--- config.mk ---
export PLATFORM = sky130hd
export DESIGN_NAME = fetch_unit
export DESIGN_NICKNAME = d
export VERILOG_FILES = /design/src/rtl/fetch_unit_pkg.sv /design/src/rtl/fetch_fifo.sv /design/src/rtl/fetch_unit.sv
export SDC_FILE = /design/constraint.sdc
export NUM_CORES = 1
export LEC_CHECK = 0
export BUFFER_PORTS_ARGS = -buffer_cell sky130_fd_sc_hd__buf_2
export CORE_ASPECT_RATIO = 0.5
export CORE_MARGIN = 3
export CORE_UTILIZATION = 56
export DETAILED_ROUTE_END_ITERATION = 8
export GPL_TIMING_DRIVEN = 0
export PLACE_DENSITY = 0.87
export SLEW_MARGIN = 20
export SYNTH_ARGS = -nofsm -noshare
export SYNTH_HDL_FRONTEND = slang
export SYNTH_SLANG_ARGS = --single-unit
--- constraint.sdc ---
create_clock -name clk_i -period 7.3 [get_ports clk_i]
set_input_delay 0.365 -clock clk_i [delete_from_list [all_inputs] [get_ports clk_i]]
set_output_delay 0.365 -clock clk_i [all_outputs]
set_load 0.05 [all_outputs]
--- src/rtl/fetch_unit_pkg.sv ---
// fetch_unit_pkg: shared types for the instruction fetch unit and its prefetch FIFO.
package fetch_unit_pkg;

  typedef enum logic [1:0] {
    IDLE,
    RUN,
    HALT_ERR
  } fetch_state_e;

  typedef struct packed {
    logic [31:0] instr;
    logic [31:0] pc;
    logic        err;
  } fetch_entry_t;

  // Fetch addresses are always word aligned.
  function automatic logic [31:0] word_align(input logic [31:0] addr);
    return {addr[31:2], 2'b00};
  endfunction

endpackage

--- src/rtl/fetch_fifo.sv ---
// fetch_fifo: DEPTH-entry prefetch buffer. Flush wins over push and pop in the same cycle.
// The head is read straight from storage, so data pushed in cycle N is visible in N+1.
module fetch_fifo
  import fetch_unit_pkg::*;
#(
  parameter int unsigned DEPTH = 2
) (
  input  logic                   clk,
  input  logic                   rst,
  input  logic                   push,
  input  fetch_entry_t           push_data,
  input  logic                   pop,
  input  logic                   flush,
  output fetch_entry_t           head,
  output logic [$clog2(DEPTH):0] count
);

  localparam int unsigned PtrW = $clog2(DEPTH);
  localparam int unsigned CntW = PtrW + 1;

  fetch_entry_t    mem_q [DEPTH];
  logic [PtrW-1:0] rd_ptr_q, wr_ptr_q;
  logic [CntW-1:0] count_q;
  logic            pop_eff;

  assign pop_eff = pop && (count_q != '0);
  assign head    = mem_q[rd_ptr_q];
  assign count   = count_q;

  // Entry storage; cleared on reset so the head reads as zero out of reset.
  always_ff @(posedge clk or posedge rst) begin
    if (rst) begin
      for (int i = 0; i < DEPTH; i++) mem_q[i] <= '0;
    end else if (push && !flush) begin
      mem_q[wr_ptr_q] <= push_data;
    end
  end

  // Pointers and occupancy; DEPTH is a power of two so pointers wrap naturally.
  always_ff @(posedge clk or posedge rst) begin
    if (rst) begin
      rd_ptr_q <= '0;
      wr_ptr_q <= '0;
      count_q  <= '0;
    end else if (flush) begin
      rd_ptr_q <= '0;
      wr_ptr_q <= '0;
      count_q  <= '0;
    end else begin
      if (push)    wr_ptr_q <= wr_ptr_q + PtrW'(1);
      if (pop_eff) rd_ptr_q <= rd_ptr_q + PtrW'(1);
      if (push && !pop_eff)      count_q <= count_q + CntW'(1);
      else if (!push && pop_eff) count_q <= count_q - CntW'(1);
    end
  end

endmodule

--- src/rtl/fetch_unit.sv ---
// fetch_unit: in-order instruction prefetcher. Issues word fetches while the FIFO plus
// in-flight requests leave room, buffers responses for decode and discards stale responses
// after a redirect. Optional macro FETCH_BUS_ERR_EN carries bus errors to decode and halts
// fetching after an erroneous entry until the next redirect.
module fetch_unit
  import fetch_unit_pkg::*;
#(
  parameter int unsigned DEPTH     = 2,
  parameter logic [31:0] BOOT_ADDR = 32'h0000_0000
) (
  input  logic        clk_i,
  input  logic        rst_i,
  input  logic        fetch_en_i,
  output logic        instr_req_o,
  output logic [31:0] instr_addr_o,
  input  logic        instr_gnt_i,
  input  logic        instr_rvalid_i,
  input  logic [31:0] instr_rdata_i,
  input  logic        instr_err_i,
  input  logic        redirect_i,
  input  logic [31:0] redirect_pc_i,
  output logic        instr_valid_o,
  input  logic        instr_ready_i,
  output logic [31:0] instr_o,
  output logic [31:0] pc_o,
  output logic        fetch_err_o
);

  localparam int unsigned CntW = $clog2(DEPTH) + 1;
  localparam int unsigned SumW = CntW + 1;

  fetch_state_e    state_q, state_d;
  logic [31:0]     fetch_addr_q, fetch_addr_d;
  logic [31:0]     rsp_addr_q, rsp_addr_d;
  logic [CntW-1:0] outstanding_q, outstanding_d;
  logic [CntW-1:0] discard_q, discard_d;
  logic [CntW-1:0] fifo_count;
  logic            req, grant, rsp, push, pop, err_in;
  fetch_entry_t    push_data, head;

`ifdef FETCH_BUS_ERR_EN
  assign err_in      = instr_err_i;
  assign fetch_err_o = head.err;
`else
  logic unused_err;
  assign err_in      = 1'b0;
  assign fetch_err_o = 1'b0;
  assign unused_err  = instr_err_i ^ head.err;
`endif

  // A response only counts while something is in flight.
  assign rsp   = instr_rvalid_i && (outstanding_q != '0);
  // Credit: every in-flight request already owns a FIFO slot, so the FIFO cannot overflow.
  assign req   = fetch_en_i && !redirect_i && (state_q == RUN) &&
                 ((SumW'(fifo_count) + SumW'(outstanding_q)) < SumW'(DEPTH));
  assign grant = req && instr_gnt_i;
  assign push  = rsp && (discard_q == '0) && !redirect_i;
  assign pop   = instr_valid_o && instr_ready_i;

  assign push_data = '{instr: instr_rdata_i, pc: rsp_addr_q, err: err_in};

  assign instr_req_o   = req;
  assign instr_addr_o  = fetch_addr_q;
  assign instr_valid_o = (fifo_count != '0);
  assign instr_o       = head.instr;
  assign pc_o          = head.pc;

  fetch_fifo #(
    .DEPTH(DEPTH)
  ) u_fifo (
    .clk      (clk_i),
    .rst      (rst_i),
    .push     (push),
    .push_data(push_data),
    .pop      (pop),
    .flush    (redirect_i),
    .head     (head),
    .count    (fifo_count)
  );

  // Address and credit bookkeeping; redirect overrides grant, push and discard decrement.
  always_comb begin
    fetch_addr_d  = fetch_addr_q;
    rsp_addr_d    = rsp_addr_q;
    outstanding_d = outstanding_q;
    discard_d     = discard_q;

    if (grant && !rsp)      outstanding_d = outstanding_q + CntW'(1);
    else if (!grant && rsp) outstanding_d = outstanding_q - CntW'(1);

    if (redirect_i) begin
      fetch_addr_d = word_align(redirect_pc_i);
      rsp_addr_d   = word_align(redirect_pc_i);
      // Everything still in flight after this cycle is stale.
      discard_d    = outstanding_q - CntW'(rsp);
    end else begin
      if (grant) fetch_addr_d = fetch_addr_q + 32'd4;
      if (push)  rsp_addr_d   = rsp_addr_q + 32'd4;
      if (rsp && (discard_q != '0)) discard_d = discard_q - CntW'(1);
    end
  end

  // Fetch state machine next-state.
  always_comb begin
    state_d = state_q;
    unique case (state_q)
      IDLE:     if (fetch_en_i) state_d = RUN;
      RUN:      if (push && err_in) state_d = HALT_ERR;
      HALT_ERR: if (redirect_i) state_d = RUN;
      default:  state_d = IDLE;
    endcase
  end

  // State registers.
  always_ff @(posedge clk_i or posedge rst_i) begin
    if (rst_i) begin
      state_q       <= IDLE;
      fetch_addr_q  <= BOOT_ADDR;
      rsp_addr_q    <= BOOT_ADDR;
      outstanding_q <= '0;
      discard_q     <= '0;
    end else begin
      state_q       <= state_d;
      fetch_addr_q  <= fetch_addr_d;
      rsp_addr_q    <= rsp_addr_d;
      outstanding_q <= outstanding_d;
      discard_q     <= discard_d;
    end
  end

endmodule

Word-level counts from Yosys, hierarchy flattened
Index checks and enable logic that the tools add are counted.

word-level totals
  flip-flop bits (word level) = 204
  bits of input ports = 72
  output and inout port bits = 99
  logic and storage cells = 93

operators by class
  $add $sub $neg = 11
  order comparisons = 4
  equal/unequal tests = 4
  muxes and demuxes = 24
  bitwise gates (word level) = 3
  reduce and logical (&&, ||, !) cells = 33

operators with widths
  kind                   number
  $mux 65                4
  $bwmux 130             1
  $mux 32                4
  $demux 65 s1           1
  $add 32x3->32 const B  2
  $mux 2                 9
  $logic_and 1x1->1      16
  $reduce_bool 2->1      8
  $pmux 2 s3             1
  $sub 2x1->2 const B    3
  $logic_not 1->1        5
  $add 2x1->2 const B    2
  $ge 2x2->1 const B     2
  $logic_not 2->1        2
  $mux 1                 4
  $ne 2x2->1 const B     2
  $not 1->2              2
  $add 2x2->3            1
  $lt 3x2->1 const B     1
  $reduce_and 3->1       1
  $reduce_bool 3->1      1
  $add 1x1->1 const B    2
  $eq 2x1->1 const B     1
  $eq 2x2->1 const B     1
  3 further kinds        3

Logic depth before layout (Yosys ltp)
  depth in word-level cells = 9
  mapped depth = 11
  depth with buffers taken out = 9

By module
Synthesis repeated with hierarchy kept, for this count alone.

unflattened totals
  cells, all modules = 758
  area total of the unflattened synthesis = 9703.1 sq um

by module, submodules not included
  module      instances  cells each  area an instance (sq um)  sequential area each (sq um)
  fetch_fifo  1          365         6013.3                    3353.2
  fetch_unit  1          393         3689.8                    1626.6

Worst setup path before layout
OpenSTA, ideal clock, no wires.

  path type = reg-to-reg
  start point = reg outstanding_q[0]
  end point = reg outstanding_q[1]
  library setup time = 0.125 ns
  data arrival time = 2.415 ns
  required time = 7.175 ns
  setup slack = 4.760 ns
  cell stages (with the launch flop) = 12
  buffers on the path = 2
  clock period less this slack = 2.540 ns
  path through = dfrtp_1 buf_4 and2_1 fa_1 nor3_1 nand4_1 inv_1 buf_1 ha_1 xor2_1 nor2_1 xor2_1

between the ends
  word-level cells in the longest chain between the ends = 7
  elaborated cells between the ends (all ways) = 15
  those cells by class = add/sub (3); order compare (1); mux (2); reduce/logical (9)

ends and longest elaborated chain
  item                         RTL line           source
  start: declaration           fetch_unit.sv:35   logic [CntW-1:0] outstanding_q, outstanding_d;
  start signal: assignment     fetch_unit.sv:126  outstanding_q <= outstanding_d;
  $add 2x2->3                  fetch_unit.sv:55   ((SumW'(fifo_count) + SumW'(outstanding_q)) < SumW'(DEPTH));
  $lt 3x2->1                   fetch_unit.sv:55
  $logic_and 1x1->1            fetch_unit.sv:54   assign req = fetch_en_i && !redirect_i && (state_q == RUN) &&
  $logic_and 1x1->1            fetch_unit.sv:56   assign grant = req && instr_gnt_i;
  $logic_not 1->1              fetch_unit.sv:89   else if (!grant && rsp) outstanding_d = outstanding_q - CntW'(1);
  $logic_and 1x1->1            fetch_unit.sv:89
  $reduce_bool 2->1 (no line)  -

Several ways; a longest one is shown, not always the timed one. The select of a mux whose other input is x is not followed.
A chain may end at the register's enable or synchronous reset.

Worst setup path after layout
Same ends and word-level chain as after synthesis.

==> results.py <==
metrics = {
    "power_and_ir_drop": {
        "vdd.ir_drop.worst_v": 0.000201,
        "cellPowerDensity_nw_per_um2": 395,
        "cellLeakagePower_nw": 5.03,
    },
    "grt": {
        "gr-total-overflow": 0,
        "grt_first_pass_wirelength_um": 35300,
        "grt_use_met1_pct": 33.0,
        "grt_util_met3_pct": 4.36,
        "number_of_global_route_vias_before_repair": 6810,
        "grt_max_degree": 94,
        "grt_antenna_before_repair": 0,
        "globalRouteTotalUtil_pct": 24.8,
        "gr-usage-met2_pct": 42.6,
        "grt.busiest_layer": "met2",
    },
    "critical_path": {
        "crit_path_end_kind": "flop",
        "worst_r2r_startpoint": "outstanding_q[0]",
        "worst-endpoint-required_ns": 7.61,
        "rrSetupSlack_ns": 4.19,
        "critical_path.most_common_cell": "sky130_fd_sc_hd__xor2_1",
        "path_cells": "buf_4 -> and2_1 -> fa_1 -> nor3_1 -> nand4_1 -> inv_1 -> buf_1 -> ha_1 -> xor2_1 -> nor2_1 -> xor2_1",
        "cp_data_arrival_time_ns": 3.41,
        "timing.critical_path.slowest_cell_delay_ns": 0.43,
        "r2r.worst_path.cells": 11,
        "path_class": "flop to flop",
        "worst_setup_path_start_kind": "flop",
        "worstReg2RegEnd": "outstanding_q[1]",
        "standard_cell_with_the_maximum_stage_delay_on_the_critical_path": "sky130_fd_sc_hd__fa_1",
        "critPathMaxFanout": 10,
    },
    "sta": {
        "slew_viol_final": 0,
        "post-route-worst-setup-slack_ns": 4.19,
        "final.setup.tns_ns": 0,
        "grt_setup_unrepaired": "false",
        "slew_headroom_pct": 30.2,
        "maximum_clock_skew_at_final_layout_ns": 0.0124,
        "hold_viol": 0,
        "final_min_period_over_clock_period_pct": 42.5,
        "hold_slack_ns": 0.155,
        "max_freq_mhz": 322,
        "final_setup_violation_count": 0,
        "layout_min_cycle_time_ns": 3.11,
        "max_slew.worst_pin.slew_ns": 1.04,
    },
    "floorplan": {
        "die_h_um": 96.6,
        "die_area_sq_um": 18100,
        "floorplan.core_area_sq_um": 15700,
        "rows": 32,
        "io_pins": 171,
        "initial_utilization_pct": 58.4,
        "chipWidth_um": 187,
    },
    "synthesis": {
        "synth_top_cells_by_area": "sky130_fd_sc_hd__dfrtp_1, sky130_fd_sc_hd__mux2_2, sky130_fd_sc_hd__xor2_1",
        "yosysSeqAreaShare_pct": 52.6,
        "synth_top_area_cell": "sky130_fd_sc_hd__dfrtp_1",
        "synth.avg_cell_area_sq_um": 12.4,
        "synth-warning-count": 0,
        "synth.ff_latch_count": 193,
        "synth_cell_type_count": 46,
        "synthFlopType": "sky130_fd_sc_hd__dfrtp_1",
        "syn_inst": 742,
        "number_of_enable_type_register_cells_in_the_synthesized_netlist": 0,
        "synth_area_sq_um": 9190,
        "synthArstFlopShare_pct": 100,
        "yosysTopAreaCellShare_pct": 52.6,
    },
    "cts": {
        "cts-root-to-sink-buffers": 2,
        "cts_tree": "built",
        "htreeDepth": 4,
        "post_cts_setup_buffer_count": 0,
        "post_cts_resized": 0,
        "clock_insertion_delay_worst_skew_ns": 0.43,
        "tritoncts_num_sinks": 193,
        "cts_hold_buf": 1,
        "numCtsBuffers": 17,
        "cts_root_buffer_type": "sky130_fd_sc_hd__clkbuf_16",
        "clock_edge_transition_at_the_registers_on_the_reported_setup_and_hold_paths_ns": 0.07,
    },
    "finish": {
        "flow.area_growth_from_synthesis_pct": 19.4,
        "multiInputGateArea_sq_um": 4130,
        "seqCellArea_sq_um": 4830,
        "diodes": 0,
        "final_core_util_pct": 69.7,
        "fillerInstances": 1127,
        "design.final.nets": 1008,
        "drive_above_1_share_pct": 45.5,
    },
    "detailed_routing": {
        "drt-total-wl_um": 22200,
        "detail_route.drc_violations": 0,
        "first_iter_violations": 547,
        "detailroute.via_count": 6704,
        "drtPass1Iterations": 5,
        "postRouteAntennaNets": 0,
        "drt-wirelength-per-cell_um": 19.1,
        "detail_route.vias_per_cell": 5.76,
    },
    "hold_path": {
        "worst_hold_path.endpoint": "state_q[0]",
        "hold-path-cell-count": 2,
        "hold_path.class": "input port to flop",
        "worstHoldStart": "fetch_en_i",
    },
    "placed_design": {
        "routabilityCongestion": 0.895,
        "dp_hpwl_um": 16000,
        "numPortBuffers": 162,
        "pre_cts_ws_ns": 4.23,
    },
    "run_status": {
        "status": "completed",
    },
    "flow_run": {
        "max_cap_violations": 0,
    },
}
[Yosys cell counts (2+ instances only)]
master                     instances
sky130_fd_sc_hd__and2_1            3
sky130_fd_sc_hd__nand3_2           2
sky130_fd_sc_hd__buf_4             6
sky130_fd_sc_hd__dfrtp_1         193
sky130_fd_sc_hd__or4_1             2
sky130_fd_sc_hd__nand3_1          31
sky130_fd_sc_hd__a21oi_1           7
sky130_fd_sc_hd__xnor2_1          16
sky130_fd_sc_hd__buf_2            15
sky130_fd_sc_hd__xor2_1           35
sky130_fd_sc_hd__clkbuf_1         20
sky130_fd_sc_hd__o211ai_1         10
sky130_fd_sc_hd__a21boi_0          9
sky130_fd_sc_hd__mux2_2          198
sky130_fd_sc_hd__nand2b_1          6
sky130_fd_sc_hd__a31oi_1           3
sky130_fd_sc_hd__o21ai_0          28
sky130_fd_sc_hd__nor3_2            3
sky130_fd_sc_hd__a41oi_1           2
sky130_fd_sc_hd__inv_1            10
sky130_fd_sc_hd__and4_1            3
sky130_fd_sc_hd__nor2_1           24
sky130_fd_sc_hd__nand2_1          46
sky130_fd_sc_hd__nor3_1            8
sky130_fd_sc_hd__or2_2             3
sky130_fd_sc_hd__and3_1            8
sky130_fd_sc_hd__nand4_1          23
sky130_fd_sc_hd__ha_1              5
sky130_fd_sc_hd__o311ai_0          6
[critical path, delay by kind of cell (launching register included)]
| kind | cells | cell delay (ns) |
|---|---|---|
| flip-flops | 1 | 0.37 |
| XOR/XNOR | 2 | 0.28 |
| AND/OR/NAND/NOR | 4 | 0.83 |
| buffers and inverters | 3 | 0.81 |
| adder cells (fa/ha/maj) | 2 | 0.69 |
[power breakdown]
group	total, mW	internal (mW)	switching (mW)
Sequential	1.58	1.38	0.193
Clock	0.965	0.533	0.431
Combinational	1.79	0.616	1.18
Total	4.33	2.53	1.80
[state kept, by name (all words and copies together), names as in the netlist]
| register | cells |
|---|---|
| outstanding_q | 2 |
| rsp_addr_q | 30 |
| state_q | 1 |
| u_fifo.wr_ptr_q | 1 |
| u_fifo.mem_q | 124 |
| instr_addr_o | 30 |
| discard_q | 2 |
| u_fifo.count | 2 |
| u_fifo.rd_ptr_q | 1 |
[cells by family after synthesis]
group / after synthesis / share of synthesized area, %
flip-flops: 193 / 52.6
AND/OR/NAND/NOR: 170 / 9.78
XOR/XNOR: 51 / 4.86
adder cells (fa/ha/maj): 6 / 0.899
buffers and inverters: 53 / 2.63
other: 1 / 0.0408
multiplexers: 198 / 24.3
AO/OA/AOI/OAI: 70 / 4.94
[layout by cell type, fill, tap and decap left out, types with 21 or more instances in the layout]
cell type                  synthesis  layout
sky130_fd_sc_hd__nor2_1           24      24
sky130_fd_sc_hd__nand3_1          31      31
sky130_fd_sc_hd__nand4_1          23      23
sky130_fd_sc_hd__mux2_2          198     198
sky130_fd_sc_hd__clkbuf_1         20      21
sky130_fd_sc_hd__nand2_1          46      46
sky130_fd_sc_hd__buf_2            15     177
sky130_fd_sc_hd__xor2_1           35      35
sky130_fd_sc_hd__o21ai_0          28      28
sky130_fd_sc_hd__dfrtp_1         193     193
[worst max-delay path by stage]
stage / cells past startpoint / startpoint / to / slack, ns
2_1_floorplan: 1 / rst_i / discard_q[0] / 1.68
3_3_place_gp: 2 / rst_i / state_q[0] / -0.16
3_5_place_dp: 11 / outstanding_q[0] / outstanding_q[1] / 4.23
4_1_cts: 11 / outstanding_q[0] / outstanding_q[1] / 4.21
5_1_grt: 11 / outstanding_q[0] / outstanding_q[1] / 3.91
6_report: 11 / outstanding_q[0] / outstanding_q[1] / 4.19
[layout make-up]
cell class / instances / area share, %
well taps: 221 / 2.52
clock inverters: 12 / 1.37
plain buffers: 43 / 1.86
flip-flops and latches: 193 / 44.0
clock buffers: 20 / 4.16
multi-input cells: 500 / 37.7
repair buffers: 165 / 7.99
inverters: 10 / 0.411
[stage by stage]
stage                     std cells  area, sq um  power [mW]
after floorplan                 746         9200        2.98
after global placement         1129        10300        3.31
after detailed placement       1131        10400        3.39
after CTS                      1164        11000        4.35
after global routing           1164        11000        4.53
final                          1164        11000        4.33
[metal layers]
| metal | vias to the layer above | part of all wire, % |
|---|---|---|
| met3 | 44 | 5.7 |
| met4 | 0 | 2.2 |
| li1 | 3018 | - |
| met5 | - | 0 |
| met1 | 3395 | 43 |
| met2 | 247 | 49 |
(Power assumes the default switching activity.)
